File: src/rtl/sa_result_buffer_if.sv
// Result-buffer bus: SA capture inputs, consumer valid/ready drain, host best-result readback.
interface sa_result_buffer_if #(
  parameter int unsigned DEPTH = 4,
  parameter int unsigned TW    = 10,
  parameter int unsigned XW    = 8
);
  localparam int unsigned CW = $clog2(DEPTH) + 1;

  logic          clr;
  logic          done;
  logic [TW-1:0] target;
  logic [XW-1:0] x;
  logic [TW-1:0] y;
  logic          out_ready;
  logic          out_valid;
  logic [TW-1:0] out_target;
  logic [XW-1:0] out_x;
  logic [TW-1:0] out_y;
  logic [TW:0]   out_err;
  logic [CW-1:0] count;
  logic          overflow;
  logic          best_valid;
  logic [XW-1:0] best_x;
  logic [TW:0]   best_err;

  modport master (
    output clr, done, target, x, y, out_ready,
    input  out_valid, out_target, out_x, out_y, out_err, count, overflow,
           best_valid, best_x, best_err
  );

  modport slave (
    input  clr, done, target, x, y, out_ready,
    output out_valid, out_target, out_x, out_y, out_err, count, overflow,
           best_valid, best_x, best_err
  );
endinterface

File: src/rtl/sa_result_buffer.sv
// Captures SA results on done rising edge into a show-ahead FIFO with residual,
// and tracks the minimum-|err| capture since reset/clr.
module sa_result_buffer #(
  parameter int unsigned DEPTH = 4,
  parameter int unsigned TW    = 10,
  parameter int unsigned XW    = 8
) (
  input  logic              clk,
  input  logic              reset,
  sa_result_buffer_if.slave bus
);
  localparam int unsigned AW = $clog2(DEPTH);
  localparam int unsigned CW = AW + 1;
  localparam int unsigned EW = TW + 1;

  typedef struct packed {
    logic [TW-1:0] target;
    logic [XW-1:0] x;
    logic [TW-1:0] y;
    logic [EW-1:0] err;
  } entry_t;

  entry_t        r_mem [DEPTH];
  logic [AW-1:0] r_wr_ptr;
  logic [AW-1:0] r_rd_ptr;
  logic [CW-1:0] r_count;
  logic          r_overflow;
  logic          r_done_d;
  logic          r_best_valid;
  logic [XW-1:0] r_best_x;
  logic [EW-1:0] r_best_err;

  logic          w_cap;
  logic          w_full;
  logic          w_pop;
  logic          w_push;
  logic [EW-1:0] w_err;
  logic [EW-1:0] w_abs_err;
  logic [EW-1:0] w_best_abs;
  logic          w_best_upd;

  // Capture/pop qualification; a full FIFO still accepts when the head leaves this cycle.
  always_comb begin
    w_cap      = bus.done & ~r_done_d;
    w_full     = (r_count == CW'(DEPTH));
    w_pop      = (r_count != '0) & bus.out_ready;
    w_push     = w_cap & (~w_full | w_pop);
    w_err      = {1'b0, bus.target} - {1'b0, bus.y};
    w_abs_err  = w_err[EW-1] ? EW'(-w_err) : w_err;
    w_best_abs = r_best_err[EW-1] ? EW'(-r_best_err) : r_best_err;
    w_best_upd = w_cap & (~r_best_valid | (w_abs_err < w_best_abs));
  end

  // Edge detector runs through clr so a held done cannot re-capture afterwards.
  always_ff @(posedge clk or posedge reset) begin
    if (reset) r_done_d <= 1'b0;
    else       r_done_d <= bus.done;
  end

  always_ff @(posedge clk or posedge reset) begin
    if (reset) begin
      for (int unsigned i = 0; i < DEPTH; i++) r_mem[i] <= '0;
      r_wr_ptr     <= '0;
      r_rd_ptr     <= '0;
      r_count      <= '0;
      r_overflow   <= 1'b0;
      r_best_valid <= 1'b0;
      r_best_x     <= '0;
      r_best_err   <= '0;
    end else if (bus.clr) begin
      r_wr_ptr     <= '0;
      r_rd_ptr     <= '0;
      r_count      <= '0;
      r_overflow   <= 1'b0;
      r_best_valid <= 1'b0;
      r_best_x     <= '0;
      r_best_err   <= '0;
    end else begin
      if (w_push) begin
        r_mem[r_wr_ptr] <= '{target: bus.target, x: bus.x, y: bus.y, err: w_err};
        r_wr_ptr        <= r_wr_ptr + AW'(1);
      end
      if (w_pop) r_rd_ptr <= r_rd_ptr + AW'(1);
      if (w_push && !w_pop)      r_count <= r_count + CW'(1);
      else if (!w_push && w_pop) r_count <= r_count - CW'(1);
      if (w_cap && !w_push) r_overflow <= 1'b1;
      if (w_best_upd) begin
        r_best_valid <= 1'b1;
        r_best_x     <= bus.x;
        r_best_err   <= w_err;
      end
    end
  end

  // Show-ahead head slot.
  assign bus.out_valid  = (r_count != '0);
  assign bus.out_target = r_mem[r_rd_ptr].target;
  assign bus.out_x      = r_mem[r_rd_ptr].x;
  assign bus.out_y      = r_mem[r_rd_ptr].y;
  assign bus.out_err    = r_mem[r_rd_ptr].err;
  assign bus.count      = r_count;
  assign bus.overflow   = r_overflow;
  assign bus.best_valid = r_best_valid;
  assign bus.best_x     = r_best_x;
  assign bus.best_err   = r_best_err;
endmodule

File: src/flat_wrapper.sv
// flat-port wrapper written by rule: the top's interface ports become plain ports
module sa_result_buffer_flat 
#(
  parameter int unsigned DEPTH = 4,
  parameter int unsigned TW    = 10,
  parameter int unsigned XW    = 8
)
  (clk, reset, bus_clr, bus_done, bus_target, bus_x, bus_y, bus_out_ready, bus_out_valid, bus_out_target, bus_out_x, bus_out_y, bus_out_err, bus_count, bus_overflow, bus_best_valid, bus_best_x, bus_best_err);
  sa_result_buffer_if #(.DEPTH(DEPTH), .TW(TW), .XW(XW)) bus_i ();
  input  logic clk;
  input  logic reset;
  input wire logic [$bits(bus_i.clr)-1:0] bus_clr;
  input wire logic [$bits(bus_i.done)-1:0] bus_done;
  input wire logic [$bits(bus_i.target)-1:0] bus_target;
  input wire logic [$bits(bus_i.x)-1:0] bus_x;
  input wire logic [$bits(bus_i.y)-1:0] bus_y;
  input wire logic [$bits(bus_i.out_ready)-1:0] bus_out_ready;
  output wire logic [$bits(bus_i.out_valid)-1:0] bus_out_valid;
  output wire logic [$bits(bus_i.out_target)-1:0] bus_out_target;
  output wire logic [$bits(bus_i.out_x)-1:0] bus_out_x;
  output wire logic [$bits(bus_i.out_y)-1:0] bus_out_y;
  output wire logic [$bits(bus_i.out_err)-1:0] bus_out_err;
  output wire logic [$bits(bus_i.count)-1:0] bus_count;
  output wire logic [$bits(bus_i.overflow)-1:0] bus_overflow;
  output wire logic [$bits(bus_i.best_valid)-1:0] bus_best_valid;
  output wire logic [$bits(bus_i.best_x)-1:0] bus_best_x;
  output wire logic [$bits(bus_i.best_err)-1:0] bus_best_err;
  assign bus_i.clr = bus_clr;
  assign bus_i.done = bus_done;
  assign bus_i.target = bus_target;
  assign bus_i.x = bus_x;
  assign bus_i.y = bus_y;
  assign bus_i.out_ready = bus_out_ready;
  assign bus_out_valid = bus_i.out_valid;
  assign bus_out_target = bus_i.out_target;
  assign bus_out_x = bus_i.out_x;
  assign bus_out_y = bus_i.out_y;
  assign bus_out_err = bus_i.out_err;
  assign bus_count = bus_i.count;
  assign bus_overflow = bus_i.overflow;
  assign bus_best_valid = bus_i.best_valid;
  assign bus_best_x = bus_i.best_x;
  assign bus_best_err = bus_i.best_err;
  sa_result_buffer #(.DEPTH(DEPTH), .TW(TW), .XW(XW)) u_core (.clk(clk), .reset(reset), .bus(bus_i));
endmodule
File: config.mk
export PLATFORM = sky130hd
export DESIGN_NAME = sa_result_buffer_flat
export DESIGN_NICKNAME = d
export VERILOG_FILES = /design/src/rtl/sa_result_buffer_if.sv /design/src/rtl/sa_result_buffer.sv /design/src/flat_wrapper.sv
export SDC_FILE = /design/constraint.sdc
export NUM_CORES = 1
export LEC_CHECK = 0
export ABC_AREA = 0
export BUFFER_PORTS_ARGS = -buffer_cell sky130_fd_sc_hd__buf_2
export CAP_MARGIN = 15
export CORE_MARGIN = 1
export CORE_UTILIZATION = 45
export CTS_BUF_LIST = sky130_fd_sc_hd__clkbuf_16
export DETAILED_ROUTE_END_ITERATION = 8
export PLACE_DENSITY = 0.62
export SKIP_LAST_GASP = 1
export SLEW_MARGIN = 20
export SYNTH_ARGS = -nofsm -noshare
export SYNTH_HDL_FRONTEND = slang
export SYNTH_SLANG_ARGS = --single-unit
File: constraint.sdc
create_clock -name clk -period 7.4 [get_ports clk]
set_clock_uncertainty 0.05 [all_clocks]
set_input_delay 0 -clock clk [delete_from_list [all_inputs] [get_ports clk]]
set_output_delay 0 -clock clk [all_outputs]
set_load 0.05 [all_outputs]
Yosys cells after proc, flatten, opt, wreduce, memory -nomap -nowiden:

Cells that the tools add are included.

* memories: 0
* word-level logic and storage cells: 84
* register bits after elaboration: 185
* output and inout bits: 64
* bits of input ports: 33
* bits in latches: 0
* bits in read-only memories: 0
* memory bits (writable): 0

* order comparisons: 4
* bitwise logic cells: 12
* add/subtract/negate cells: 7
* multipliers: 0
* muxes and demuxes: 23
* shift operators: 0
* reduce and logical (&&, ||, !) cells: 13
* eq/ne operators: 1
* div/mod/pow operators: 0

Operators by type and width (number)
* $bwmux W156: 1
* $mux W39: 3
* $bmux W39 S2: 1
* $demux W39 S2: 1
* $mux W11: 4
* $neg A11 Y11: 2
* $mux W8: 2
* $lt A11 B11 Y1: 1
* $sub A10 B10 Y11: 1
* $mux W3: 3
* $mux W2: 4
* $reduce_bool A2 Y1: 4
* $ge A3 B3 Y1 const B: 2
* $not A2 Y3: 2
* $reduce_bool A3 Y1: 2
* $add A2 B1 Y2 const B: 2
* $and A1 B1 Y1: 4
* $logic_and A1 B1 Y1: 4
* $mux W1: 4
* $not A1 Y1: 4
* $add A3 B1 Y3 const B: 1
* $eq A3 B3 Y1 const B: 1
* $lt A3 B1 Y1 const B: 1
* $sub A3 B1 Y3 const B: 1
* other kinds (3): 5

Longest topological paths before layout:

* depth in word-level cells: 9
* depth in mapped cells: 20

Least setup slack after synthesis:

Ideal clock, no wire load.

* path kind: input to register
* start: input bus_target[0]
* end: register u_core.r_best_err[9], in the netlist u_core.bus.best_err[9]
* arrival: 3.651 ns
* slack: 3.632 ns
* setup time: 0.067 ns
* stages on the path: 19
* cells stage by stage: inv_1 > ha_1 > fa_1 > nand2b_1 > a21oi_1 > a2111oi_4 > o21ai_0 > a21o_1 > buf_2 > nor2_1 > xnor2_1 > ha_1 > and3_1 > a221o_1 > a21oi_2 > o21ai_2 > a211oi_4 > buf_6 > a22o_1

* cells in the longest elaborated chain, start to end: 7
* elaborated cells between the ends (all ways): 9
* classes of those cells: add/sub (2); order compare (1); mux (3); bitwise (2); reduce/logical (1)

Ends and longest elaborated chain
* from (decl): line flat_wrapper.sv:14 `input wire logic [$bits(bus_i.target)-1:0] bus_target;`
* $sub A10 B10 Y11 *: line sa_result_buffer.sv:48 `w_err = {1'b0, bus.target} - {1'b0, bus.y};`
* $neg A11 Y11: line sa_result_buffer.sv:49 `w_abs_err = w_err[EW-1] ? EW'(-w_err) : w_err;`
* $mux W11: line sa_result_buffer.sv:49
* $lt A11 B11 Y1: line sa_result_buffer.sv:51 `w_best_upd = w_cap & (~r_best_valid | (w_abs_err < w_best_abs));`
* $or A1 B1 Y1: line sa_result_buffer.sv:51
* $and A1 B1 Y1: line sa_result_buffer.sv:51
* $reduce_bool A2 Y1 (no source line)
* to (signal assigned): line sa_result_buffer.sv:90 `r_best_err <= w_err;`
* to (decl): line sa_result_buffer.sv:31 `logic [EW-1:0] r_best_err;`

Mark *: on every way between the ends. The rest lies on a longest branch, timed or not. The select of a mux whose other input is x is not followed.
A chain may end at the register's enable or synchronous reset.

Final worst setup path:

* start: input bus_y[0]
* end: register u_core.r_best_err[1], in the netlist u_core.bus.best_err[1]

* cells in the longest elaborated chain, start to end: 7
* elaborated cells between the ends (all ways): 9
* classes of those cells: add/sub (2); order compare (1); mux (3); bitwise (2); reduce/logical (1)

Ends and longest elaborated chain
* from (decl): line flat_wrapper.sv:16 `input wire logic [$bits(bus_i.y)-1:0] bus_y;`
* $sub A10 B10 Y11 *: line sa_result_buffer.sv:48
* $neg A11 Y11: line sa_result_buffer.sv:49
* $mux W11: line sa_result_buffer.sv:49
* $lt A11 B11 Y1: line sa_result_buffer.sv:51
* $or A1 B1 Y1: line sa_result_buffer.sv:51
* $and A1 B1 Y1: line sa_result_buffer.sv:51
* $reduce_bool A2 Y1 (no source line)

Marked as above.

==> metrics.yaml <==
status: "finished clean"
fillers: 1811
r2r_slack_ps: 3420
cp.required_ps: 7720
start_util: 0.462
total_power_uw: 3360
fp.dieW_um: 144
ys_seq_elements: 185
final_nets: 1065
yosysTopAreaCellShare: 0.511
synth.largest_area_cell: "dfrtp_1"
grt_pass1_vias: 6571
drt_iter0_markers: 451
crit_top_cell: "ha_1"
ios: 97
post_cts_buffers: 0
antenna_found_initial: 0
arrival_ps: 5090
via_per_inst: 5.31
setup_tns_ps: 0
crit_buf_inv: 2
cap_violations: 0
wirelength_um: 22400
htreeDepth: 4
cts_buffers: 17
num_rows: 51
cts_tree: "done"
cp_slowest_cell: "a211oi_4"
final_layout_size_suffix_gt1_frac: 0.189
finalCriticalPeriod_ps: 4770
clk_pin_slew_ps: 70
cts_root_buffer: "clkbuf_16"
drcViolationCount: 0
ir_worst_vdd_uv: 159
p_leak_uw: 0.00519
clockBufferDepth: 2
synth_fp_nets: 962
async_reset_ff_frac: 1.00
synth_edf_count: 0
finalHoldViolations: 0
synth_area_sq_um: 9060
postSynthAreaPerCell_sq_um: 10.1
core_sq_um: 19600
synth_top_cells_by_count: "305 x nand2_1, 185 x dfrtp_1, 93 x o21ai_0"
die_area_sq_um: 20700
seq_area_frac_synth: 0.511
grt_usage: 0.232
worstSetupStartpointType: "input pin"
grt_max_degree: 83
hp-class: "in2reg"
critical_path.max_fanout: 19
min_period_over_period: 0.645
slew_violations: 0
ant_nets: 0
endpoint_kind: "flop"
clk_latency_ps: 440
portBuffers: 96
seqCellArea_sq_um: 4630
worst_slew_pin_slew_ps: 976
synthCells: 901
yosys.cell_count.top_type: "nand2_1"
synth_flop_cell: "dfrtp_1"
synth.distinct_cells: 52
slew_headroom: 0.347
power_density_nw_per_um2: 316
multi_input_area_sq_um: 4110
rsz0062_at_grt: "false"
setup.worst_path.class: "in2reg"
gp_congestion: 0.822
slowest_delay_ps: 840
setup_viol: 0
synth_warnings: 0
grt_pass1_wl_um: 35900
gr-total-overflow: 0
cts.sinks: 185
routedWlPerCell_um: 17.5
clock.fmax_mhz: 210
synth_area_leaders: "dfrtp_1 51%, nand2_1 13%, mux4_2 9.7%"
crit_chain: "dlygate4sd3_1 -> buf_2 -> ha_1 -> fa_1 -> nand2b_1 -> a21oi_1 -> a2111oi_4 -> o21ai_0 -> a21o_1 -> a31oi_1 -> xnor2_1 -> ha_1 -> and3_1 -> a221o_1 -> a21oi_2 -> o21ai_2 -> a211oi_4 -> a22o_1"
drt_first_pass_iters: 5
area_growth_pct: 17.2
vias: 6807
num_antenna_cells: 0
die_h_um: 144
path_delay_family: "compound AO/OA/AOI/OAI gates"
dp_hpwl_um: 14200
area by class of cell:
type / instances / share of cell area
inverters: 27 / 0.0100
multi-input cells: 637 / 0.387
well taps: 265 / 0.0312
repair buffers: 136 / 0.0811
clock inverters: 15 / 0.0143
flip-flops and latches: 185 / 0.436
clock buffers: 17 / 0.0401
timing repair:
action                    in CTS  in global routing
hold buffers                  32                  0
hold endpoints to repair     210                  0
gates resized for setup        0                  0
through the flow:
stage          worst slack (ps)   util  area (sq um)  std cells  hold slack [ps]
6_report                   2630  0.542         10600       1282              185
5_1_grt                    2310  0.542         10600       1282              193
4_1_cts                    2680  0.542         10600       1282              157
3_5_place_dp               2790  0.496          9720       1218             88.3
3_3_place_gp               2870  0.496          9720       1218             84.4
2_1_floorplan              2320      -          9060        901            -18.6
power breakdown:
part | switching [uW] | internal (uW)
Clock | 442 | 449
Combinational | 740 | 395
Sequential | 131 | 1200
Total | 1310 | 2050
cell families after synthesis:
kind of cell,Yosys count,share of synthesized area
xor gates and xnor gates,31,0.0325
DFF,185,0.511
adders and majority gates,28,0.0403
and+or+nand+nor,372,0.165
muxes,41,0.0992
AOI/OAI and AO/OA,165,0.116
buffers and inverters,79,0.0363
sequential cells by signal (all words and copies together) (netlist names):
signal	flops
u_core.r_rd_ptr	2
u_core.bus.best_err	11
u_core.bus.best_valid	1
u_core.r_done_d	1
u_core.r_wr_ptr	2
u_core.bus.best_x	8
u_core.bus.overflow	1
u_core.r_mem	156
u_core.bus.count	3
layout by cell type, fill, tap and decap left out, types with 2 or more instances in the layout:
master and n:
or3_1 5, o21ai_0 93, nand2_1 301, inv_6 9
dlygate4sd3_1 32, a22o_1 19, dfrtp_1 183, xor2_2 2
ha_1 26, a21o_1 6, and3_1 3, clkinv_8 3
mux4_2 39, nor2b_1 5, clkbuf_16 17, buf_4 8
a21oi_1 15, o21a_1 7, fa_1 2, inv_1 26
mux2i_1 2, nand2_2 4, a31oi_1 5, nor3_1 3
nand2b_1 4, nor2_1 27, o31ai_1 3, and2_1 5
nor4_1 3, xnor2_1 18, nand3_1 7, xor2_1 10
o31ai_2 2, buf_2 96
metal layers:
| layer | share of wire | vias to the layer above | track usage |
|---|---|---|---|
| li1 | - | 3260 | - |
| met1 | 0.48 | 3394 | 0.331 |
| met2 | 0.47 | 142 | 0.368 |
| met3 | 0.041 | 11 | 0.0377 |
| met4 | 0.0090 | 0 | 0.0605 |
| met5 | 0 | - | 0 |
path summary, 6_finish.rpt:
kind                                        start                     end  cells past startpoint
max in group asynchronous                   reset      u_core.r_rd_ptr[1]                      4
max reg2reg                u_core.bus.best_err[2]  u_core.bus.best_err[1]                     11
min reg2reg                      u_core.r_mem[37]        u_core.r_mem[37]                      2
max                                      bus_y[0]  u_core.bus.best_err[1]                     18
min                                      bus_done         u_core.r_done_d                      2
min in group asynchronous                   reset       u_core.r_mem[100]                      3
Note: power is estimated with default switching activity, not from simulation.
